`src/rtl/alu_pkg.sv`:
```
// rtl/alu_pkg.sv - Shared widths, ALU op codes, stage states and helpers for the ALU execute stage
package alu_pkg;

  localparam int NBITS   = 32;
  localparam int ALUOP   = 4;
  localparam int NBSHAMT = 5;

  localparam logic [ALUOP-1:0] OP_AND  = 4'b0000;
  localparam logic [ALUOP-1:0] OP_OR   = 4'b0001;
  localparam logic [ALUOP-1:0] OP_ADD  = 4'b0010;
  localparam logic [ALUOP-1:0] OP_SLL  = 4'b0011;
  localparam logic [ALUOP-1:0] OP_SRL  = 4'b0100;
  localparam logic [ALUOP-1:0] OP_SLLV = 4'b0101;
  localparam logic [ALUOP-1:0] OP_SUB  = 4'b0110;
  localparam logic [ALUOP-1:0] OP_SLT  = 4'b0111;
  localparam logic [ALUOP-1:0] OP_SRLV = 4'b1000;
  localparam logic [ALUOP-1:0] OP_NOR  = 4'b1100;
  localparam logic [ALUOP-1:0] OP_XOR  = 4'b1101;

  localparam logic [1:0] ST_IDLE  = 2'd0;
  localparam logic [1:0] ST_SHIFT = 2'd1;
  localparam logic [1:0] ST_DONE  = 2'd2;

  localparam logic [NBITS-1:0] ILLEGAL_RESULT = '0;

  function automatic logic [NBITS-1:0] shift_one(input logic [NBITS-1:0] v, input logic left);
    return left ? {v[NBITS-2:0], 1'b0} : {1'b0, v[NBITS-1:1]};
  endfunction

endpackage

```
`src/rtl/alu_exec_stage_if.sv`:
```
// rtl/alu_exec_stage_if.sv - Operation request / registered result handshake bundle
interface alu_exec_stage_if;
  import alu_pkg::*;

  logic               i_Valid;
  logic               o_Ready;
  logic [ALUOP-1:0]   i_ALUOp;
  logic [NBITS-1:0]   i_DatoA;
  logic [NBITS-1:0]   i_DatoB;
  logic [NBSHAMT-1:0] i_Shamt;
  logic               o_Valid;
  logic               i_Ready;
  logic [NBITS-1:0]   o_Result;
  logic               o_Zero;
  logic               o_Error;

  modport master (
    output i_Valid, i_ALUOp, i_DatoA, i_DatoB, i_Shamt, i_Ready,
    input  o_Ready, o_Valid, o_Result, o_Zero, o_Error
  );

  modport slave (
    input  i_Valid, i_ALUOp, i_DatoA, i_DatoB, i_Shamt, i_Ready,
    output o_Ready, o_Valid, o_Result, o_Zero, o_Error
  );

endinterface

```
`src/rtl/alu_shift_unit.sv`:
```
// rtl/alu_shift_unit.sv - Shifter: iterative 1 bit/cycle by default, barrel when ALU_FAST_SHIFT_EN is defined
module alu_shift_unit
  import alu_pkg::*;
(
  input  logic               clk,
  input  logic               rst_n,
  input  logic               load,
  input  logic               left,
  input  logic [NBITS-1:0]   data,
  input  logic [NBSHAMT-1:0] amount,
  output logic [NBITS-1:0]   result,
  output logic               last
);

`ifdef ALU_FAST_SHIFT_EN

  assign result = left ? (data << amount) : (data >> amount);
  assign last   = 1'b0;

`else

  logic [NBITS-1:0]   work;
  logic [NBSHAMT-1:0] count;
  logic               dir_left;

  // The first bit is shifted while loading, so an n-bit shift completes on the n-th edge.
  always_ff @(posedge clk or negedge rst_n) begin
    if (!rst_n) begin
      work     <= '0;
      count    <= '0;
      dir_left <= 1'b0;
    end else if (load) begin
      work     <= shift_one(data, left);
      count    <= amount - NBSHAMT'(1);
      dir_left <= left;
    end else if (count != '0) begin
      work  <= shift_one(work, dir_left);
      count <= count - NBSHAMT'(1);
    end
  end

  assign result = shift_one(work, dir_left);
  assign last   = (count == NBSHAMT'(1));

`endif

endmodule

```
`src/rtl/alu_exec_stage.sv`:
```
// rtl/alu_exec_stage.sv - Execute-stage ALU with single-entry result register; ALU_FAST_SHIFT_EN selects barrel shifts
module alu_exec_stage
  import alu_pkg::*;
(
  input  logic           i_clk,
  input  logic           i_reset,
  alu_exec_stage_if.slave bus
);

  logic [1:0]         state;
  logic [NBITS-1:0]   result_q;
  logic               zero_q;
  logic               error_q;

  logic               accept;
  logic               is_shift;
  logic               shift_left;
  logic               legal;
  logic               go_shift;
  logic               sh_last;
  logic [NBSHAMT-1:0] amount;
  logic [NBITS-1:0]   logic_res;
  logic [NBITS-1:0]   alu_res;
  logic [NBITS-1:0]   sh_res;

`ifdef ALU_FAST_SHIFT_EN
  assign bus.o_Ready = !bus.o_Valid || bus.i_Ready;
  assign go_shift    = 1'b0;
`else
  assign bus.o_Ready = (state == ST_IDLE) || ((state == ST_DONE) && bus.i_Ready);
  assign go_shift    = is_shift && (amount > NBSHAMT'(1));
`endif

  assign bus.o_Valid  = (state == ST_DONE);
  assign bus.o_Result = result_q;
  assign bus.o_Zero   = zero_q;
  assign bus.o_Error  = error_q;
  assign accept       = bus.i_Valid && bus.o_Ready;

  always_comb begin
    is_shift   = 1'b0;
    shift_left = 1'b0;
    legal      = 1'b1;
    amount     = bus.i_Shamt;
    logic_res  = '0;
    case (bus.i_ALUOp)
      OP_ADD:  logic_res = bus.i_DatoA + bus.i_DatoB;
      OP_SUB:  logic_res = bus.i_DatoA - bus.i_DatoB;
      OP_AND:  logic_res = bus.i_DatoA & bus.i_DatoB;
      OP_OR:   logic_res = bus.i_DatoA | bus.i_DatoB;
      OP_NOR:  logic_res = ~(bus.i_DatoA | bus.i_DatoB);
      OP_XOR:  logic_res = bus.i_DatoA ^ bus.i_DatoB;
      OP_SLT:  logic_res = {{(NBITS-1){1'b0}}, ($signed(bus.i_DatoA) < $signed(bus.i_DatoB))};
      OP_SLL:  begin
        is_shift   = 1'b1;
        shift_left = 1'b1;
      end
      OP_SRL:  is_shift = 1'b1;
      OP_SLLV: begin
        is_shift   = 1'b1;
        shift_left = 1'b1;
        amount     = bus.i_DatoA[NBSHAMT-1:0];
      end
      OP_SRLV: begin
        is_shift = 1'b1;
        amount   = bus.i_DatoA[NBSHAMT-1:0];
      end
      default: begin
        legal     = 1'b0;
        logic_res = ILLEGAL_RESULT;
      end
    endcase
  end

  // Shifts of 0 or 1 finish in the accept cycle; longer ones go through the shift unit.
  always_comb begin
    alu_res = logic_res;
    if (is_shift) begin
`ifdef ALU_FAST_SHIFT_EN
      alu_res = sh_res;
`else
      alu_res = (amount == '0) ? bus.i_DatoB : shift_one(bus.i_DatoB, shift_left);
`endif
    end
  end

  alu_shift_unit u_shift (
    .clk    (i_clk),
    .rst_n  (i_reset),
    .load   (accept && go_shift),
    .left   (shift_left),
    .data   (bus.i_DatoB),
    .amount (amount),
    .result (sh_res),
    .last   (sh_last)
  );

  always_ff @(posedge i_clk or negedge i_reset) begin
    if (!i_reset) begin
      state    <= ST_IDLE;
      result_q <= '0;
      zero_q   <= 1'b1;
      error_q  <= 1'b0;
    end else begin
      if (accept) begin
        if (go_shift) begin
          state <= ST_SHIFT;
        end else begin
          state    <= ST_DONE;
          result_q <= alu_res;
          zero_q   <= (alu_res == '0);
          error_q  <= !legal;
        end
`ifndef ALU_FAST_SHIFT_EN
      end else if (state == ST_SHIFT) begin
        if (sh_last) begin
          state    <= ST_DONE;
          result_q <= sh_res;
          zero_q   <= (sh_res == '0);
          error_q  <= 1'b0;
        end
`endif
      end else if ((state == ST_DONE) && bus.i_Ready) begin
        state <= ST_IDLE;
      end
    end
  end

endmodule

```
`src/flat_wrapper.sv`:
```
// flat-port wrapper written by rule: the top's interface ports become plain ports
module alu_exec_stage_flat import alu_pkg::*;
  (i_clk, i_reset, bus_i_Valid, bus_i_ALUOp, bus_i_DatoA, bus_i_DatoB, bus_i_Shamt, bus_i_Ready, bus_o_Ready, bus_o_Valid, bus_o_Result, bus_o_Zero, bus_o_Error);
  alu_exec_stage_if bus_i ();
  input  logic i_clk;
  input  logic i_reset;
  input wire logic [$bits(bus_i.i_Valid)-1:0] bus_i_Valid;
  input wire logic [$bits(bus_i.i_ALUOp)-1:0] bus_i_ALUOp;
  input wire logic [$bits(bus_i.i_DatoA)-1:0] bus_i_DatoA;
  input wire logic [$bits(bus_i.i_DatoB)-1:0] bus_i_DatoB;
  input wire logic [$bits(bus_i.i_Shamt)-1:0] bus_i_Shamt;
  input wire logic [$bits(bus_i.i_Ready)-1:0] bus_i_Ready;
  output wire logic [$bits(bus_i.o_Ready)-1:0] bus_o_Ready;
  output wire logic [$bits(bus_i.o_Valid)-1:0] bus_o_Valid;
  output wire logic [$bits(bus_i.o_Result)-1:0] bus_o_Result;
  output wire logic [$bits(bus_i.o_Zero)-1:0] bus_o_Zero;
  output wire logic [$bits(bus_i.o_Error)-1:0] bus_o_Error;
  assign bus_i.i_Valid = bus_i_Valid;
  assign bus_i.i_ALUOp = bus_i_ALUOp;
  assign bus_i.i_DatoA = bus_i_DatoA;
  assign bus_i.i_DatoB = bus_i_DatoB;
  assign bus_i.i_Shamt = bus_i_Shamt;
  assign bus_i.i_Ready = bus_i_Ready;
  assign bus_o_Ready = bus_i.o_Ready;
  assign bus_o_Valid = bus_i.o_Valid;
  assign bus_o_Result = bus_i.o_Result;
  assign bus_o_Zero = bus_i.o_Zero;
  assign bus_o_Error = bus_i.o_Error;
  alu_exec_stage u_core (.i_clk(i_clk), .i_reset(i_reset), .bus(bus_i));
endmodule
```
`config.mk`:
```
export PLATFORM = sky130hd
export DESIGN_NAME = alu_exec_stage_flat
export DESIGN_NICKNAME = d
export VERILOG_FILES = /design/src/rtl/alu_pkg.sv /design/src/rtl/alu_exec_stage_if.sv /design/src/rtl/alu_shift_unit.sv /design/src/rtl/alu_exec_stage.sv /design/src/flat_wrapper.sv
export SDC_FILE = /design/constraint.sdc
export NUM_CORES = 1
export LEC_CHECK = 0
export CAP_MARGIN = 10
export CORE_AREA = 2 2 213 131
export CTS_BUF_LIST = sky130_fd_sc_hd__clkbuf_16
export CTS_CLUSTER_SIZE = 25
export DETAILED_ROUTE_END_ITERATION = 7
export DIE_AREA = 0 0 215 133
export GPL_ROUTABILITY_DRIVEN = 0
export SETUP_SLACK_MARGIN = 0.05
export SLEW_MARGIN = 15
export SYNTH_ARGS = -nofsm -noshare
export SYNTH_HDL_FRONTEND = slang
export SYNTH_SLANG_ARGS = --single-unit
```
`constraint.sdc`:
```
create_clock -name i_clk -period 3 [get_ports i_clk]
set_input_delay 0.75 -clock i_clk [delete_from_list [all_inputs] [get_ports i_clk]]
set_output_delay 0.75 -clock i_clk [all_outputs]
set_load 0.05 [all_outputs]
```
==> key figures, run 1 <==
Run status
  • Status: finished, violations left
  • Failing checks: setup timing

Synth
  • Ys flop type: dfrtp_1
  • Register bit total from synthesis: 74
  • Syn_area_per_cell: between 7 and 8 um2
  • Synth cell types: 83
  • Post-Syn Area: 0.0106 mm2
  • Number of enable flip-flop cells after synthesis: 0
  • Ys Warns: 0
  • Cells after Synth: about 1,400
  • Seq/Total Area, Yosys: 17.6%
  • Post-synthesis net count: roughly 1,600
  • Fraction of registers with async set/reset: 100%

Die
  • Site Rows: 47
  • Num ports: 113
  • Core area: 0.0269 mm2
  • Die H: 133 um
  • Initial Utilization: 39.2%
  • Die area: 0.0286 mm2
  • Die width: 215 um

Clocking
  • Sink Count: 74
  • H-tree depth: 3
  • Clock-pin transition on the worst setup and hold timing paths: 0.07 ns
  • Worst-skew pair later-pin latency: around 0.34 ns
  • Max clock buf depth: 2
  • Post-CTS Hold Fix Bufs: 0
  • CTS Buf Count: 9
  • Clk root buf: clkbuf_16
  • CTS tree: done

Final layout
  • Final nets: 2,246
  • Design Area, Final: 0.0192 mm2
  • Layout cells sized above 1: 49.4%
  • Syn-to-layout area delta: 82.0%

Power
  • Reg power frac: 19.3%
  • VDD IR max: between 500 and 600 uV
  • Pleak: between 8 and 9 nW
  • Logic pwr share: 69.4%
  • Net Switching: 4.59 mW
  • Power Internal: a little over 5 mW
  • Clk pwr share: a little under an eighth
  • Cell Pwr Density: 503 mW/mm2
  • Switching Fraction: 47.4%

Critical path
  • Worst setup SP type: input port
  • Worst Path Arrival: 4.07 ns
  • R2R Setup Slk: 0.18 ns
  • Reg2Reg Depth: 11
  • Critical R2R Capture: u_core.bus.o_Zero
  • Critical path capture point type: flop
  • Crit-path max FO: 4
  • WS Path Type: in2reg
  • FF-to-FF Start: u_core.state[1]
  • Critical Path RT: 3.26 ns

Placement
  • Detailed Place HPWL: roughly 38 mm
  • Area after DPL: 0.0156 mm2
  • Number of port buffers: ~110
  • Worst slack at placement: -1.85 ns

STA
  • Final Skew: 0.0117 ns
  • Final Hold Fails: 0
  • Final worst path period share: 127%
  • RSZ-0062 raised after global routing: yes
  • Actual slew at the worst max-slew pin: ~0.70 ns
  • Normalized max-slew margin: 53.1%
  • Final min period: between 3 and 4 ns
  • Fmax achieved: 262 MHz
  • Final worst slack: -0.812 ns
  • TNS Setup: -20.47 ns
  • Fin. max-slew vios: 0
  • Final setup viols: 72

Routing
  • DRC: 0
  • Routed WL: 54.4 mm
  • First-pass iteration count of the detailed router: 8
  • Total number of vias: between 10,000 and 15,000
  • Vias per inst: slightly above 6
  • Antenna Nets Post-Route: 0
  • Wirelength per Cell: between 20 and 25 um
  • Starting DRT DRC Count: 2,157

Global route
  • Global route overflow: 0
  • Initial antenna violation count: 1
  • Total Routing Usage GR: roughly 36%
  • Largest net degree at the start of global routing: 62
  • First-pass GRT wire length: 80.1 mm
  • Vias in the first global route: 14,400

Run
  • Max cap viols: 0

Worst hold path
  • Hold Crit Class: in2async
-- routing by layer --
layer | GRT usage (%) | wire, um | vias up
li1 | - | - | 6545
met4 | 13.6 | 2520 | 0
met5 | 0 | 0 | -
met1 | 49.7 | 22400 | 7073
met2 | 53.0 | 22800 | 1070
met3 | 8.67 | 6730 | 219
-- cell type report --
type	count	area, um2
diodes	1	2.50
clock buffers	9	225
clock inverters	7	67.6
fillers	2019	7730
inverters	101	395
multi-input cells	1151	9950
flip-flops and latches	74	1850
well taps	367	459
repair buffers	712	6250
-- power groups by stage --
| stage | Combinational (mW) | Clock, mW | Sequential [mW] |
|---|---|---|---|
| detailed placement | 5.15 | 0 | 1.81 |
| global route | 7.08 | 1.13 | 1.89 |
| global placement | 5.06 | 0 | 1.80 |
| floorplan | 2.36 | 0 | 2.42 |
| finish | 6.71 | 1.09 | 1.86 |
| CTS | 6.09 | 1.09 | 1.81 |
-- worst max-delay path by stage --
stage	startpoint	endpoint	slack, ns	depth (start not counted)
2_1_floorplan	bus_i_ALUOp[2]	u_core.bus.o_Zero	-0.79	15
3_5_place_dp	bus_i_DatoA[0]	u_core.bus.o_Zero	-1.85	15
4_1_cts	bus_i_DatoA[0]	u_core.bus.o_Zero	-0.76	14
3_3_place_gp	bus_i_DatoB[1]	u_core.bus.o_Result[31]	-1.74	17
6_report	bus_i_ALUOp[3]	u_core.bus.o_Zero	-0.81	19
5_1_grt	bus_i_ALUOp[3]	u_core.bus.o_Zero	-0.98	18
-- state kept, by name, indices dropped and copies added, names as in the netlist --
register	flops
u_core.u_shift.work	32
u_core.bus.o_Result	32
u_core.bus.o_Zero	1
u_core.u_shift.dir_left	1
u_core.bus.o_Error	1
u_core.state	2
u_core.u_shift.count	5
-- synth_stat cells (15+ instances only) --
library cell / n / area (um2)
nor3_1: 51 / 255
a21oi_1: 108 / 541
o211ai_1: 45 / 338
a221oi_1: 23 / 201
clkbuf_1: 76 / 285
nand4_1: 22 / 138
ha_1: 118 / 1480
nand3_1: 21 / 105
xnor2_1: 15 / 131
nor2_1: 71 / 267
nand2_1: 156 / 586
inv_1: 99 / 372
dfrtp_1: 73 / 1830
o21ai_0: 155 / 776
a221o_1: 16 / 160
nor4_1: 19 / 119
o31ai_1: 17 / 128
mux2i_1: 60 / 601
a211oi_1: 24 / 180
-- worst max-delay path, stage by stage --
cell	delay, ns
buf_8	0.10
buf_6	0.11
nand3b_1	0.23
a21oi_4	0.26
mux2i_2	0.27
ha_2	0.26
buf_6	0.11
o221ai_4	0.13
nor2_4	0.20
buf_6	0.14
buf_4	0.10
nor3_1	0.04
a311oi_1	0.21
buf_4	0.15
and3b_2	0.20
nand4_1	0.20
nor4_2	0.25
nand4_1	0.18
o21ai_1	0.15
-- kinds of logic after synthesis --
logic type,count (synthesis),share of synthesized area [%]
compound gates,521,32.6
xor+xnor,18,1.49
fa+ha+maj,120,14.4
buf+inv,205,7.59
flops,74,17.6
mux,74,7.19
simple gates,417,19.2
-- cell usage in the layout (no fill, tap or decap), types with 10 or more instances in the layout --
| cell | n |
|---|---|
| a211oi_2 | 12 |
| dlygate4sd2_1 | 26 |
| xnor2_1 | 15 |
| inv_2 | 42 |
| a221o_1 | 16 |
| o21ai_1 | 39 |
| nor3_1 | 33 |
| inv_1 | 54 |
| nand3_1 | 20 |
| a21oi_1 | 71 |
| o21ai_0 | 68 |
| o211ai_1 | 45 |
| buf_8 | 11 |
| buf_12 | 15 |
| clkdlybuf4s50_1 | 53 |
| a21oi_2 | 30 |
| nand2_1 | 131 |
| nand4_1 | 22 |
| o21ai_2 | 46 |
| buf_2 | 14 |
| nand2_2 | 15 |
| mux2i_1 | 55 |
| a21o_1 | 12 |
| clkbuf_16 | 13 |
| a221oi_2 | 10 |
| a221oi_1 | 12 |
| ha_1 | 72 |
| nor3_2 | 11 |
| nor2_1 | 62 |
| a31oi_1 | 12 |
| ha_4 | 34 |
| ha_2 | 12 |
| buf_4 | 505 |
| buf_6 | 73 |
| a22oi_1 | 12 |
| dfrtp_1 | 73 |
| nand2b_1 | 11 |
-- per-stage QoR --
| stage | instances | util [%] | hold WS, ns | power (mW) |
|---|---|---|---|---|
| after detailed placement | 2295 | 57.9 | 0.473 | 6.97 |
| after CTS | 2388 | 67.9 | 0.415 | 8.98 |
| after floorplan | 1429 | - | 0.454 | 4.78 |
| after global placement | 2295 | 57.9 | 0.465 | 6.86 |
| final | 2422 | 71.3 | 0.391 | 9.66 |
| after global routing | 2421 | 71.3 | 0.430 | 10.1 |
-- repair_timing --
item                       CTS  global route
setup endpoints to repair   74            72
setup buffers               74            36
pin swaps                  142            73
gates resized for setup    583           187
gates cloned                 9             7
(Power assumes the default switching activity.)
==> run 2, diff against run 1 <==
Settings changed: HOLD_SLACK_MARGIN from default to 0.05.
==> results of run 2 <==
Same layout as run 1: the final DEF is identical, and so are final timing and power.
